--- config.mk ---
export PLATFORM = sky130hd
export DESIGN_NAME = cplx_mac_seq
export DESIGN_NICKNAME = d
export VERILOG_FILES = /design/src/rtl/cplx_mac_pkg.sv /design/src/rtl/cplx_mac_seq_addsat.sv /design/src/rtl/cplx_mac_seq.sv
export SDC_FILE = /design/constraint.sdc
export NUM_CORES = 1
export LEC_CHECK = 0
export BUFFER_PORTS_ARGS = -buffer_cell sky130_fd_sc_hd__buf_2
export CAP_MARGIN = 20
export CORE_ASPECT_RATIO = 1.1
export CORE_MARGIN = 5
export CORE_UTILIZATION = 50
export DETAILED_ROUTE_END_ITERATION = 8
export PLACE_DENSITY_LB_ADDON = 0.05
export SYNTH_ARGS = -nofsm -noshare
export SYNTH_HDL_FRONTEND = slang
export SYNTH_HIERARCHICAL = 1
export SYNTH_SLANG_ARGS = --single-unit
--- constraint.sdc ---
create_clock -name clk -period 11.2 [get_ports clk]
set_input_delay 1.12 -clock clk [delete_from_list [all_inputs] [get_ports clk]]
set_output_delay 1.12 -clock clk [all_outputs]
set_load 0.02 [all_outputs]
--- src/rtl/cplx_mac_pkg.sv ---
// cplx_mac_pkg: shared types, helpers and field macros for the complex MAC.
// Build option: CPLX_MAC_SATURATE_EN selects clamping accumulation.
`ifndef CPLX_MAC_PKG_SV
`define CPLX_MAC_PKG_SV

`define CPLX_RE(v, w) v[2*(w)-1:(w)]
`define CPLX_IM(v, w) v[(w)-1:0]
`define CPLX_RE_S(v, w) $signed(`CPLX_RE(v, w))
`define CPLX_IM_S(v, w) $signed(`CPLX_IM(v, w))

package cplx_mac_pkg;

  typedef enum logic [2:0] {
    IDLE = 3'd0,
    M_RR = 3'd1,
    M_II = 3'd2,
    M_RI = 3'd3,
    M_IR = 3'd4,
    DONE = 3'd5
  } state_t;

  localparam int W_DEF     = 8;
  localparam int GUARD_DEF = 4;

  // Full product is 2W+1 bits; guard bits absorb accumulation growth.
  function automatic int acc_width(input int w, input int guard);
    return 2 * w + 1 + guard;
  endfunction

endpackage

`endif

--- src/rtl/cplx_mac_seq_addsat.sv ---
// cplx_mac_seq_addsat: ACC_W add/subtract with optional clamp.
// Build option: CPLX_MAC_SATURATE_EN enables clamping and the clamp flag.
module cplx_mac_seq_addsat #(
  parameter int ACC_W = 21
) (
  input  logic signed [ACC_W-1:0] x,
  input  logic signed [ACC_W-1:0] y,
  input  logic                    sub,
  output logic signed [ACC_W-1:0] sum,
  output logic                    clamp
);

`ifdef CPLX_MAC_SATURATE_EN
  localparam logic [ACC_W-1:0] MAXV = {1'b0, {(ACC_W-1){1'b1}}};
  localparam logic [ACC_W-1:0] MINV = {1'b1, {(ACC_W-1){1'b0}}};

  logic [ACC_W:0] wide;
  logic           ovr;

  // One extra bit holds the true sign; disagreement means out of range.
  always_comb begin
    wide = sub ? ({x[ACC_W-1], x} - {y[ACC_W-1], y})
               : ({x[ACC_W-1], x} + {y[ACC_W-1], y});
    ovr  = wide[ACC_W] ^ wide[ACC_W-1];
    if (ovr)
      sum = wide[ACC_W] ? MINV : MAXV;
    else
      sum = wide[ACC_W-1:0];
    clamp = ovr;
  end
`else
  // Plain two's-complement wrap; never reports overflow.
  always_comb begin
    sum   = sub ? (x - y) : (x + y);
    clamp = 1'b0;
  end
`endif

endmodule

--- src/rtl/cplx_mac_seq.sv ---
// cplx_mac_seq: sequential complex MAC, one shared real multiplier, 4 steps.
// Build option: CPLX_MAC_SATURATE_EN clamps each step and drives ovf.
module cplx_mac_seq
  import cplx_mac_pkg::*;
#(
  parameter  int W     = W_DEF,
  parameter  int GUARD = GUARD_DEF,
  localparam int ACC_W = acc_width(W, GUARD)
) (
  input  logic               clk,
  input  logic               rst_n,
  input  logic               in_valid,
  output logic               in_ready,
  input  logic [2*W-1:0]     a,
  input  logic [2*W-1:0]     b,
  input  logic               acc_clr,
  output logic               out_valid,
  input  logic               out_ready,
  output logic [2*ACC_W-1:0] out,
  output logic               ovf
);

  state_t state;

  logic signed [W-1:0]     ar;
  logic signed [W-1:0]     ai;
  logic signed [W-1:0]     br;
  logic signed [W-1:0]     bi;
  logic                    clr;
  logic signed [ACC_W-1:0] re_acc;
  logic signed [ACC_W-1:0] im_acc;
  logic                    ovf_r;

  logic signed [W-1:0]     mx;
  logic signed [W-1:0]     my;
  logic signed [2*W-1:0]   prod;
  logic signed [ACC_W-1:0] prod_ext;
  logic signed [ACC_W-1:0] base;
  logic                    sub;
  logic signed [ACC_W-1:0] sum;
  logic                    clamp;

  // Pick multiplier operands and the running base for the current step.
  always_comb begin
    mx   = ar;
    my   = br;
    sub  = 1'b0;
    base = re_acc;
    unique case (state)
      M_RR: begin
        mx   = ar;
        my   = br;
        base = clr ? '0 : re_acc;
      end
      M_II: begin
        mx   = ai;
        my   = bi;
        sub  = 1'b1;
        base = re_acc;
      end
      M_RI: begin
        mx   = ar;
        my   = bi;
        base = clr ? '0 : im_acc;
      end
      M_IR: begin
        mx   = ai;
        my   = br;
        base = im_acc;
      end
      default: ;
    endcase
  end

  assign prod     = mx * my;
  assign prod_ext = {{(ACC_W-2*W){prod[2*W-1]}}, prod};

  cplx_mac_seq_addsat #(
    .ACC_W(ACC_W)
  ) u_addsat (
    .x    (base),
    .y    (prod_ext),
    .sub  (sub),
    .sum  (sum),
    .clamp(clamp)
  );

  // Control FSM plus operand, accumulator and sticky-flag registers.
  always_ff @(posedge clk or negedge rst_n) begin
    if (!rst_n) begin
      state     <= IDLE;
      in_ready  <= 1'b1;
      out_valid <= 1'b0;
      ar        <= '0;
      ai        <= '0;
      br        <= '0;
      bi        <= '0;
      clr       <= 1'b0;
      re_acc    <= '0;
      im_acc    <= '0;
      ovf_r     <= 1'b0;
    end else begin
      unique case (state)
        IDLE: begin
          if (in_valid && in_ready) begin
            ar       <= `CPLX_RE_S(a, W);
            ai       <= `CPLX_IM_S(a, W);
            br       <= `CPLX_RE_S(b, W);
            bi       <= `CPLX_IM_S(b, W);
            clr      <= acc_clr;
            if (acc_clr)
              ovf_r  <= 1'b0;
            in_ready <= 1'b0;
            state    <= M_RR;
          end
        end
        M_RR: begin
          re_acc <= sum;
          ovf_r  <= ovf_r | clamp;
          state  <= M_II;
        end
        M_II: begin
          re_acc <= sum;
          ovf_r  <= ovf_r | clamp;
          state  <= M_RI;
        end
        M_RI: begin
          im_acc <= sum;
          ovf_r  <= ovf_r | clamp;
          state  <= M_IR;
        end
        M_IR: begin
          im_acc    <= sum;
          ovf_r     <= ovf_r | clamp;
          out_valid <= 1'b1;
          state     <= DONE;
        end
        DONE: begin
          if (out_valid && out_ready) begin
            out_valid <= 1'b0;
            in_ready  <= 1'b1;
            state     <= IDLE;
          end
        end
        default: begin
          out_valid <= 1'b0;
          in_ready  <= 1'b1;
          state     <= IDLE;
        end
      endcase
    end
  end

  assign out = {re_acc, im_acc};
  assign ovf = ovf_r;

endmodule

Yosys cells after proc, flatten, opt, wreduce, memory -nomap -nowiden
Index checks and enable logic that the tools add are counted.
{"block": "op_classes", "eq_ne": 7, "n_mux": 15, "shifts": 0, "bitwise": 2, "n_div": 0, "magnitude_cmp": 0, "n_addsub": 2, "mul": 1, "n_reduce_logical": 13}
{"operator": "21-bit two-way mux", "count": 3}
{"operator": "21-bit one-hot mux with 3 select lines", "count": 1}
{"operator": "21-bit by 16-bit adder with 21-bit output", "count": 1}
{"operator": "21-bit by 16-bit subtractor with 21-bit output", "count": 1}
{"operator": "3-bit one-hot mux with 6 select lines", "count": 1}
{"operator": "8-bit by 8-bit multiplier with 16-bit output", "count": 1}
{"operator": "8-bit two-way mux", "count": 2}
{"operator": "2-bit OR reduction", "count": 4}
{"operator": "4-bit OR reduction", "count": 2}
{"operator": "3-bit by 2-bit == test with 1-bit output, second input constant", "count": 2}
{"operator": "3-bit == test, second input constant", "count": 2}
{"operator": "3-bit two-way mux", "count": 2}
{"operator": "1-bit one-hot mux with 3 select lines", "count": 2}
{"operator": "2-bit AND reduction", "count": 3}
{"operator": "1-bit two-way mux", "count": 4}
{"operator": "2-bit != test, second input constant", "count": 2}
{"operator": "3-bit by 1-bit == test with 1-bit output, second input constant", "count": 1}
{"operator": "3-bit logical NOT", "count": 1}
{"operator": "3-bit AND reduction", "count": 1}
{"operator": "1-bit logical AND", "count": 2}
{"operator": "1-bit inverter", "count": 2}
{"block": "word_totals", "rom_bits": 0, "ramBits": 0, "out_inout_bits": 45, "reg_bits": 80, "in_bits": 37, "wordCells": 50, "mem_count": 0, "latchBits": 0}

Depth between registers and ports, before layout
{"block": "logic_depth", "ltp_word": 6, "mapped_depth": 32, "mapped_depth_nobuf": 31}

Cells and area by module
The synthesis kept the hierarchy.
{"mod": "cplx_mac_seq", "cells_each": 597, "n_inst": 1, "area_per_inst_um2": 5943.2, "seq_area_each_um2": 2028.2}
{"mod": "cplx_mac_seq_addsat", "cells_each": 201, "n_inst": 1, "area_per_inst_um2": 1433.9, "seq_area_each_um2": 0.0}

Worst setup path before layout
OpenSTA, ideal clock, no wires.
{"block": "synth_path", "path_kind": "register to register", "start": "reg state[2]", "end": "reg im_acc[19]", "required_ns": 11.075, "path_stages_with_launch": 32, "path_buffers": 2, "synth_period_minus_slack_ns": 8.232, "slack_ns": 2.968, "arrival_time_ns": 8.107, "setup_time_ns": 0.125, "path_cell_list": "dfrtp_1 buf_6 nand2b_4 a21oi_4 mux2i_2 or2_1 inv_1 fa_1 inv_1 fa_1 inv_1 fa_1 inv_1 fa_1 inv_1 ha_1 nand2_1 a2111o_1 and3_1 o32ai_1 inv_1 a31oi_1 xnor2_1 ha_1 clkbuf_1 a21o_1 a21oi_1 nor2_1 nor2_1 o21ai_0 xor2_1 mux2_2"}
{"block": "synth_via", "elab_chain_cells": 6, "word_cells_on_any_way": 15, "classes_between": "2 x add/sub; 1 x mul; 4 x eq/ne; 5 x mux; 3 x reduce/logical"}
{"element": "from (decl)", "line": "cplx_mac_seq.sv:23", "source": "state_t state;"}
{"element": "from (signal assigned)", "line": "cplx_mac_seq.sv:91", "source": "state <= IDLE;"}
{"element": "from (signal assigned)", "line": "cplx_mac_seq.sv:114", "source": "state <= M_RR;"}
{"element": "from (signal assigned)", "line": "cplx_mac_seq.sv:120", "source": "state <= M_II;"}
{"element": "3-bit == test / 3-bit by 2-bit == test with 1-bit output (equally long branches)", "line": "cplx_mac_seq.sv:49", "source": "unique case (state)"}
{"element": "2-bit OR reduction (no source line)"}
{"element": "8-bit two-way mux", "line": "cplx_mac_seq.sv:49"}
{"element": "8-bit by 8-bit multiplier with 16-bit output *", "line": "cplx_mac_seq.sv:75", "source": "assign prod = mx * my;"}
{"element": "via prod[15]", "line": "cplx_mac_seq.sv:36", "source": "logic signed [2*W-1:0] prod;"}
{"element": "21-bit by 16-bit adder with 21-bit output / 21-bit by 16-bit subtractor with 21-bit output (equally long branches)", "line": "cplx_mac_seq_addsat.sv:34", "source": "sum = sub ? (x - y) : (x + y);"}
{"element": "21-bit two-way mux *", "line": "cplx_mac_seq_addsat.sv:34"}
{"element": "via sum[19]", "line": "cplx_mac_seq.sv:40", "source": "logic signed [ACC_W-1:0] sum;"}
{"element": "to (signal assigned)", "line": "cplx_mac_seq.sv:128", "source": "im_acc <= sum;"}
{"element": "to (signal assigned)", "line": "cplx_mac_seq.sv:133", "source": "im_acc <= sum;"}
{"element": "to (decl)", "line": "cplx_mac_seq.sv:31", "source": "logic signed [ACC_W-1:0] im_acc;"}
Mark *: on every way through the listed nets, which the timed path passes. The rest lies on a longest branch.
A chain may end at the register's enable or synchronous reset.

Worst setup path after layout
{"block": "layout_path", "start": "reg state[2]", "end": "reg im_acc[20]"}
The elaborated chain is that of the path after synthesis.

==> impl_metrics.toml <==
[outcome]
status = "finished clean"

[grt]
grt_pass1_wl_mm = 28.0
grt.total_usage_pct = 19.9
gr-total-overflow = 0
grt_pass1_vias = 5728
grt_start_max_net_pins = 64
antenna_found_initial = 0

[sta]
worst_clock_skew_ns = 0.00780
grt_setup_unrepaired = "false"
setup_viol = 0
tightestPinTransition_ns = 1.02
fmax_mhz = 117
setup_tns_ns = 0
fin_crit_sh_pct = 76.3
hold_viol = 0
finalCriticalPeriod_ns = 8.54
maxSlewHeadroom_pct = 32.2
maxSlewViolCount = 0

[final_layout]
regArea_um2 = 2030
antennaDiodeCount = 0
final_nets = 1018
area_growth_pct = 12.7
multi_input_area_um2 = 4900
drive_gt1_share_pct = 19.5
n_fill_cell = 1323

[detailed_routing]
drc_errors = 0
final_antenna_net_count = 0
drt-total-wl_mm = 16.7
drt_iter0_markers = 310
viasPerCell = 5.35
vias = 5733
wl_per_cell_um = 15.6
dr.pass1.iters = 5

[clock_tree]
cts.sinks = 81
cts.clk_slew.worst_paths_ns = 0.07
worstSkewPairLatency_ns = 0.35
cts_tree = "built"
cts_resized = 0
postCtsHoldBufs = 0
htreeDepth = 3
clock_path_buffers = 2
cts_buffers = 9
post_cts_buffers = 0
cts_root_buffer = "clkbuf_16"

[logic_synthesis]
synth_area_um2 = 7380
synth_top_area_cell = "dfrtp_1"
synthArstFlopShare_pct = 100
syn-instance-count = 798
syn_avg_cell_area_um2 = 9.24
yosys_warnings = 6
synthMostInstantiatedCell = "nand2_1"
ys_seq_area_share_pct = 27.5
synth_commonest_cells = "nand2_1 (125), inv_1 (96), nor2_1 (83)"
yosys.area.top_type_share_pct = 27.1
synth_top_flop_cell = "dfrtp_1"
synth-edff-count = 0
syn_nets = 941
synth.area.top_cells = "dfrtp_1 (27%), fa_1 (15%), ha_1 (8.5%), mux2_2 (6.4%), nand2_1 (6.4%)"
yosysUniqueCellTypes = 61
synth-seq-cells = 81

[die]
die_w_um = 126
io_pins = 82
die-area_um2 = 17300
rows = 46
die_h_um = 137
coreArea_um2 = 14400
start_util_pct = 51.1

[hold_path]
worstHoldPathCells = 2
hold_path_class = "register to register"

[flow_run]
drv_cap = 0

[setup_path]
worst-setup-path-type = "register to register"
worstPathArrival_ns = 8.78
slowest_delay_ns = 0.61
cpMostUsedCell = "fa_1"
reg2regPathDepth = 28
crit_fanout = 11
crit_path_top_delay_cell = "mux2i_1"
end_kind = "register"
crit_required_ns = 11.44
critPathLaunchType = "register"

[placed_design]
io_buffers = 81
place_congestion = 0.935
place_hpwl_mm = 13.2
## placed cells by master (no fill, tap or decap), types with 3 or more instances in the layout
master / instances
and2_1: 8
inv_6: 3
nor2b_1: 3
nor4_1: 4
buf_4: 6
xnor2_1: 39
nor2_1: 82
mux2_2: 42
a21o_1: 16
a21oi_1: 32
o211ai_1: 3
buf_2: 80
nor3_1: 3
ha_1: 50
o21a_1: 3
fa_1: 56
mux2i_1: 17
clkbuf_16: 9
inv_1: 96
o21bai_1: 3
nand2_1: 125
or2_2: 10
and3_1: 4
o21ai_0: 15
dfrtp_1: 80
xor2_1: 15
a31oi_1: 6
a22o_1: 23
## cell families (layout without fill, tap and decap cells)
kind of cell / after synthesis / in the layout / synth area share, %
adder cells (fa/ha/maj): 106 / 106 / 23.7
AND/OR/NAND/NOR: 259 / 259 / 15.4
XOR/XNOR: 54 / 54 / 6.41
flip-flops: 81 / 81 / 27.5
AO/OA/AOI/OAI: 120 / 120 / 11.8
buffers and inverters: 117 / 199 / 6.29
multiplexers: 60 / 60 / 8.90
other: 1 / 1 / 0.0508
## final timing paths
kind,startpoint,endpoint,slack [ns]
setup / recovery,state[2]$_DFFE_PN0P_,im_acc[20]$_DFFE_PN0N_,2.66
hold / removal,br[4]$_DFFE_PN0P_,br[4]$_DFFE_PN0P_,0.47
setup reg to reg,state[2]$_DFFE_PN0P_,im_acc[20]$_DFFE_PN0N_,2.66
hold reg to reg,br[4]$_DFFE_PN0P_,br[4]$_DFFE_PN0P_,0.47
max in group asynchronous,rst_n,ar[4]$_DFFE_PN0P_,9.48
min in group asynchronous,rst_n,re_acc[12]$_DFFE_PN0N_,0.63
## final cells by class
type | count | share of cell area (%)
repair buffers | 87 | 5.69
flip-flops and latches | 81 | 24.4
clock buffers | 9 | 2.71
inverters | 96 | 4.34
well taps | 192 | 2.89
clock inverters | 7 | 1.02
multi-input cells | 600 | 58.9
## routing by layer
layer	vias to the layer above	track usage, %	routed length (um)
met2	126	32.3	7980
met1	2808	28.0	7760
met4	0	5.42	221
met5	-	0	0
li1	2778	-	-
met3	21	3.10	725
## flip-flops by register name, summed over array words and instances (netlist names)
register	flops
br	8
im_acc	21
clr	1
re_acc	21
in_ready	1
ar	8
ovf	1
ai	8
bi	8
out_valid	1
state	3
## through the flow
stage | worst slack, ns | hold WS [ns] | instance area [um^2] | utilization, % | std cells
finish | 2.66 | 0.473 | 8310 | 57.5 | 1072
global route | 2.03 | 0.497 | 8310 | 57.5 | 1072
CTS | 2.69 | 0.481 | 8280 | 57.3 | 1071
detailed placement | 2.68 | 0.465 | 7970 | 55.2 | 1055
global placement | 2.92 | 0.459 | 7970 | 55.2 | 1055
floorplan | 2.97 | 0.445 | 7380 | - | 798
## critical path, delay by kind of cell, from the launching register on
| kind | cells | cell delay [ns] |
|---|---|---|
| XOR/XNOR | 3 | 0.40 |
| buffers and inverters | 3 | 0.15 |
| AND/OR/NAND/NOR | 5 | 1.69 |
| adder cells (fa/ha/maj) | 6 | 2.88 |
| multiplexers | 2 | 0.89 |
| flip-flops | 1 | 0.51 |
| AO/OA/AOI/OAI | 9 | 1.90 |
Power is left out: the tool's default activity adds up to more than one toggle a clock period on the data nets, which glitch-free logic cannot reach.
